### src/rtl/load_store_unit.sv
// Multi-cycle load/store unit: steers byte lanes to a variable-latency data memory
// over a req/gnt/rvalid handshake, extends load data and flags bad or timed-out accesses.
module load_store_unit #(
  parameter int XLEN    = 32,
  parameter int ADDR_W  = 32,
  parameter int TIMEOUT = 16
) (
  input  logic              clk_i,
  input  logic              rst_i,
  input  logic              req_valid_i,
  output logic              req_ready_o,
  input  logic              req_load_i,
  input  logic              req_store_i,
  input  logic [2:0]        req_func3_i,
  input  logic [ADDR_W-1:0] req_addr_i,
  input  logic [XLEN-1:0]   req_wdata_i,
  output logic              resp_valid_o,
  output logic [XLEN-1:0]   resp_rdata_o,
  output logic              resp_err_o,
  output logic              stall_o,
  output logic              mem_req_o,
  output logic              mem_we_o,
  output logic [ADDR_W-1:0] mem_addr_o,
  output logic [XLEN-1:0]   mem_wdata_o,
  output logic [XLEN/8-1:0] mem_be_o,
  input  logic              mem_gnt_i,
  input  logic              mem_rvalid_i,
  input  logic [XLEN-1:0]   mem_rdata_i
);

  localparam int BYTES = XLEN / 8;
  localparam int OFF_W = $clog2(BYTES);
  localparam int CNT_W = (TIMEOUT > 0) ? $clog2(TIMEOUT + 1) : 1;

  typedef enum logic [2:0] {S_IDLE, S_ERR, S_REQ, S_WAIT, S_DONE} state_t;

  state_t            state_q;
  logic [CNT_W-1:0]  cnt_q, cnt_d;
  logic [OFF_W-1:0]  off_q, off_d, amask;
  logic [1:0]        size_q, size_d;
  logic              uns_q, store_q;
  logic              resp_valid_q, resp_err_q, mem_req_q, mem_we_q;
  logic [XLEN-1:0]   resp_rdata_q, mem_wdata_q, wdata_d, shifted, ext, load_d;
  logic [ADDR_W-1:0] mem_addr_q, addr_d;
  logic [BYTES-1:0]  mem_be_q, smask, be_d;
  logic              illegal, misaligned, to_hit;

  always_comb begin
    size_d  = req_func3_i[1:0];
    off_d   = req_addr_i[OFF_W-1:0];
    illegal = (req_load_i == req_store_i) || (req_func3_i == 3'b111) ||
              (req_store_i && req_func3_i[2]);
    if ((XLEN == 32) && ((size_d == 2'b11) || (req_func3_i == 3'b110))) illegal = 1'b1;
    case (size_d)
      2'b00:   begin smask = BYTES'(8'h01); amask = '0;        end
      2'b01:   begin smask = BYTES'(8'h03); amask = OFF_W'(1); end
      2'b10:   begin smask = BYTES'(8'h0F); amask = OFF_W'(3); end
      default: begin smask = BYTES'(8'hFF); amask = OFF_W'(7); end
    endcase
    misaligned = |(off_d & amask);
    be_d       = smask << off_d;
    wdata_d    = req_wdata_i << {off_d, 3'b000};
    addr_d     = {req_addr_i[ADDR_W-1:OFF_W], {OFF_W{1'b0}}};
  end

  // Bring the addressed lane down to bit 0, then sign- or zero-extend by access size.
  always_comb begin
    shifted = mem_rdata_i >> {off_q, 3'b000};
    case (size_q)
      2'b00:   ext = uns_q ? XLEN'(shifted[7:0])  : XLEN'($signed(shifted[7:0]));
      2'b01:   ext = uns_q ? XLEN'(shifted[15:0]) : XLEN'($signed(shifted[15:0]));
      2'b10:   ext = uns_q ? XLEN'(shifted[31:0]) : XLEN'($signed(shifted[31:0]));
      default: ext = shifted;
    endcase
    load_d = store_q ? '0 : ext;
    cnt_d  = cnt_q + CNT_W'(1);
    to_hit = (TIMEOUT != 0) && (cnt_d == CNT_W'(TIMEOUT));
  end

  always_ff @(posedge clk_i) begin
    if (rst_i) begin
      state_q      <= S_IDLE;
      cnt_q        <= '0;
      off_q        <= '0;
      size_q       <= '0;
      uns_q        <= 1'b0;
      store_q      <= 1'b0;
      resp_valid_q <= 1'b0;
      resp_err_q   <= 1'b0;
      resp_rdata_q <= '0;
      mem_req_q    <= 1'b0;
      mem_we_q     <= 1'b0;
      mem_addr_q   <= '0;
      mem_wdata_q  <= '0;
      mem_be_q     <= '0;
    end else begin
      case (state_q)
        S_IDLE: begin
          resp_valid_q <= 1'b0;
          resp_err_q   <= 1'b0;
          resp_rdata_q <= '0;
          cnt_q        <= '0;
          if (req_valid_i) begin
            off_q   <= off_d;
            size_q  <= size_d;
            uns_q   <= req_func3_i[2];
            store_q <= req_store_i;
            if (illegal || misaligned) begin
              state_q      <= S_ERR;
              resp_valid_q <= 1'b1;
              resp_err_q   <= 1'b1;
            end else begin
              state_q     <= S_REQ;
              mem_req_q   <= 1'b1;
              mem_we_q    <= req_store_i;
              mem_addr_q  <= addr_d;
              mem_be_q    <= be_d;
              mem_wdata_q <= wdata_d;
            end
          end
        end
        S_ERR: begin
          resp_valid_q <= 1'b0;
          resp_err_q   <= 1'b0;
          state_q      <= S_IDLE;
        end
        S_REQ: begin
          cnt_q <= cnt_d;
          if (to_hit) begin
            mem_req_q    <= 1'b0;
            state_q      <= S_DONE;
            resp_valid_q <= 1'b1;
            resp_err_q   <= 1'b1;
            resp_rdata_q <= '0;
          end else if (mem_gnt_i) begin
            mem_req_q <= 1'b0;
            state_q   <= S_WAIT;
          end
        end
        // A response arriving on the timeout cycle still counts as a normal completion.
        S_WAIT: begin
          cnt_q <= cnt_d;
          if (mem_rvalid_i) begin
            state_q      <= S_DONE;
            resp_valid_q <= 1'b1;
            resp_err_q   <= 1'b0;
            resp_rdata_q <= load_d;
          end else if (to_hit) begin
            state_q      <= S_DONE;
            resp_valid_q <= 1'b1;
            resp_err_q   <= 1'b1;
            resp_rdata_q <= '0;
          end
        end
        default: begin
          resp_valid_q <= 1'b0;
          resp_err_q   <= 1'b0;
          resp_rdata_q <= '0;
          state_q      <= S_IDLE;
        end
      endcase
    end
  end

  assign req_ready_o  = (state_q == S_IDLE);
  assign resp_valid_o = resp_valid_q;
  assign resp_err_o   = resp_err_q;
  assign resp_rdata_o = resp_rdata_q;
  assign stall_o      = req_valid_i & ~resp_valid_q;
  assign mem_req_o    = mem_req_q;
  assign mem_we_o     = mem_we_q;
  assign mem_addr_o   = mem_addr_q;
  assign mem_wdata_o  = mem_wdata_q;
  assign mem_be_o     = mem_be_q;

endmodule

### config.mk
export PLATFORM = sky130hd
export DESIGN_NAME = load_store_unit
export DESIGN_NICKNAME = d
export VERILOG_FILES = /design/src/rtl/load_store_unit.sv
export SDC_FILE = /design/constraint.sdc
export NUM_CORES = 1
export LEC_CHECK = 0
export BUFFER_PORTS_ARGS = -buffer_cell sky130_fd_sc_hd__buf_2
export CORE_UTILIZATION = 40
export CTS_CLUSTER_DIAMETER = 200
export CTS_CLUSTER_SIZE = 10
export DETAILED_ROUTE_END_ITERATION = 10
export PLACE_DENSITY = 0.76
export SLEW_MARGIN = 20
export SYNTH_ARGS = -nofsm -noshare
export SYNTH_HDL_FRONTEND = slang
export SYNTH_SLANG_ARGS = --single-unit
### constraint.sdc
create_clock -name clk_i -period 1.9 [get_ports clk_i]
set_clock_uncertainty 0.05 [all_clocks]
set_input_delay 0.38 -clock clk_i [delete_from_list [all_inputs] [get_ports clk_i]]
set_output_delay 0.38 -clock clk_i [all_outputs]
set_load 0.03 [all_outputs]
==> results.md <==
- The run finished with clean final reports.
- For the worst setup path, the data required time is approximately 1.5 ns.
- The overall routed net length is between 15000 and 20000 um.
- Across the run, the number of max-cap violations was 0.
- The wire length of the first global-routing pass is roughly 23000 um.
- After clock tree synthesis, the flow added hold-fix buffers numbering 0.
- TritonCTS built the clock tree.
- Static timing analysis puts the maximum clock frequency at 549.0 MHz.
- The clock sink count is between 100 and 150.
- No sink is reached through more buffers than the 2 on the longest clock path.
- In the routed layout, each cell is associated on average with a via count of around 5.2.
- Global routing used 22.30% of the available tracks across all layers.
- In the finished design, the share of the clock period the worst path needs comes to a little over nine tenths.
- The final net count is a little over 900.
- The final setup violation count is 0.
- The async set-or-reset flop fraction in the synthesized netlist is 0%.
- Entering global routing, the biggest net connects 81 pins.
- The worst-case IR drop observed on VDD is around 0.57 mV.
- The power density of the placed cells is 912.8 mW/mm^2.
- In this run the worst path has a maximum fanout of 11.
- The core box area is around 0.013 mm^2.
- The antenna diode count is 0.
- Routability-driven placement finished with a final weighted congestion of about 0.84.
- The worst path arrival time is about 1.4 ns.
- The startpoint identified for the worst hold timing path is req_addr_i[31].
- The final HPWL from detailed placement is about 11000 um.
- The via count of the first global-routing pass is a little under 5000.
- The die covers between 0.01 and 0.015 mm^2.
- The post-synthesis sequential area ratio is between 40 and 50%.
- Across all hold checks on the routed design, the worst slack comes to 0.1472 ns.
- The synthesis-stage register bit count is ~120.
- The initial standard-cell utilization of the core is about 41%.
- The count of flip-flops with a built-in enable after synthesis is 0.
- The library cell used as clock root buffer is clkbuf_16.
- The remaining antenna violation count is 0.
- The first detailed-routing pass took 5 iterations.
- Counting the buffers created by CTS gives 17.
- The clock latency on the worst-skew pair is roughly 0.4 ns.
- In the final routed layout, each cell accounts on average for 14.86 um.
- A synthesized cell averages 8.633 um^2.
- In this run the count of I/O pins placed on the die edge is between 200 and 250.
- The netlist uses 48 different library cells.
- The total overflow left after global routing is 0.
- The H-tree depth is 4.
- The worst setup path is captured at a primary output.
- The routed via count is between 5000 and 6000.
- Setup repair after global routing left no endpoint under its margin.
- The warning count from the yosys run is 0.
- The share of post-route cells with drive strength above 1 is between 30% and 40%.
- The clock transition at the registers of the reported paths is approximately 0.060 ns.
- The transition time at the pin with the least slew margin is between 0.5 and 0.6 ns.
- For this block, the initial DRC count from the detailed router was roughly 270.
- The shortest period the worst path allows is ~1.8 ns.
- The number of antenna violations at the first check in global routing is 0.
- Measured along the y axis, the die boundary spans approximately 120 um.
- The max-slew violation count was 0.
- The critical path starts at state_q[1].
- The post-layout total power is roughly 6.6 mW.
- The layout overhead on the synthesized area is 38.07%.
- Summed over all cells, the static leakage comes to roughly 3.2 nW.
- The worst setup path is launched from a register.
- The site row count is between 40 and 50.
- The cell area that synthesis handed to floorplanning was approximately 0.0053 mm^2.
- The final number of hold-violating endpoints was 0.
- Counting every instance in the synthesized netlist gives just over 600.
- The number of buffers added on ports is roughly 210.
- The setup path with the least slack is of type reg2out.
- The headroom to the max-slew limit is 65.93%.
- The origin of the critical flop-to-flop path is off_q[0].
- The min-delay analysis places its worst path in the category in2reg.
- The remaining design rule violation count is 0.
- The most used flip-flop cell after synthesis is dfxtp_1.
- The floorplan step set the die width to about 120 um.
[where the power goes]
part | switching [mW] | leakage [nW] | internal, mW
clock | 1.09 | 0.277 | 2.05
combinational | 0.577 | 1.95 | 0.388
sequential | 0.0434 | 0.938 | 2.49
[critical path, cell delays in order (launching register included)]
cell and delay [ns]:
dfxtp_1 0.33, buf_4 0.18, nor3_4 0.25, buf_4 0.21
[per-layer routing]
metal,track usage [%],part of all wire [%],vias up
li1,-,-,2603
met1,25.51,42,2409
met2,38.11,47,214
met3,7.930,9.0,25
met4,8.692,1.8,0
met5,0,0,-
[cells in the mapped netlist, types with 3 or more instances]
library cell	count	area [um^2]
o2bb2ai_2	10	150.1
nor3_1	23	115.1
nand3_1	11	55.05
buf_2	19	95.09
nor2_1	63	236.5
a21oi_2	10	87.58
mux2_2	17	191.4
o2bb2ai_1	22	192.7
a211oi_1	24	180.2
a221oi_1	7	61.31
mux2i_1	25	250.2
nand2_1	91	341.6
clkbuf_1	25	93.84
o21ai_0	4	20.02
a21oi_1	89	445.4
nor2b_1	13	81.33
dfxtp_1	116	2322
buf_4	3	22.52
[registers in the layout, summed over array words and instances (netlist names), 2 cells and up]
| name | flops |
|---|---|
| mem_wdata_o | 32 |
| cnt_q | 5 |
| mem_addr_o | 30 |
| state_q | 3 |
| off_q | 2 |
| resp_rdata_o | 32 |
| size_q | 2 |
| mem_be_o | 4 |
[per-stage QoR]
stage | cell area [um^2] | setup TNS, ns | setup WS, ns | utilization (%) | std cells
after floorplan | 5284 | 0 | 0.1195 | - | 612
after global placement | 6669 | -0.03475 | -0.03475 | 52.42 | 978
after detailed placement | 6669 | -2.740 | -0.1105 | 52.42 | 978
after CTS | 7263 | 0 | 0.02846 | 57.09 | 1009
after global routing | 7283 | 0 | 0.0005591 | 57.25 | 1010
final | 7283 | 0 | 0.07835 | 57.25 | 1010
[final timing paths]
kind / end / slack (ns) / cells past startpoint
max: req_ready_o / 0.08 / 3
min: mem_addr_o[31] / 0.15 / 3
max reg2reg: resp_rdata_o[31] / 0.12 / 6
min reg2reg: mem_addr_o[6] / 0.40 / 2
[final cells by class]
class	count	area [um^2]
fill	1190	5439
multi-input combinational	442	2740
sequential	116	2323
timing repair buffer	246	1405
clock buffer	23	488.0
tap	172	215.2
clock inverter	8	100.1
inverter	3	11.26
[layout by cell type (no fill, tap or decap), types with 4 or more instances in the layout]
| cell type | n |
|---|---|
| nand2_1 | 91 |
| nand3_1 | 11 |
| a221oi_1 | 7 |
| buf_4 | 31 |
| clkbuf_16 | 17 |
| o2bb2ai_2 | 10 |
| mux2_2 | 17 |
| o2bb2ai_1 | 22 |
| a211oi_1 | 24 |
| mux2i_1 | 25 |
| o21ai_0 | 4 |
| nor2b_1 | 12 |
| buf_2 | 208 |
| dfxtp_1 | 115 |
| a21oi_1 | 89 |
| a21oi_2 | 10 |
| nor2_1 | 63 |
| clkinvlp_4 | 4 |
| clkbuf_8 | 4 |
| nor3_1 | 22 |
| buf_12 | 6 |
[kinds of logic (layout without fill, tap and decap cells)]
| kind of cell | count (synthesis) | count (layout) | share of synthesized area, % |
|---|---|---|---|
| DFF | 116 | 116 | 44.02 |
| and+or+nand+nor | 215 | 215 | 18.05 |
| buffers and inverters | 54 | 280 | 4.791 |
| other | 1 | 2 | 0.07109 |
| muxes | 43 | 43 | 8.586 |
| AOI/OAI and AO/OA | 181 | 181 | 24.24 |
| adders and majority gates | 1 | 1 | 0.2372 |
[timing repair]
item,CTS,global route
buffers inserted,0,1
gates resized for setup,1,6
pin swaps,0,1
setup endpoints to repair,1,14
endpoints found under the hold margin,0,0
(Power assumes the default switching activity.)
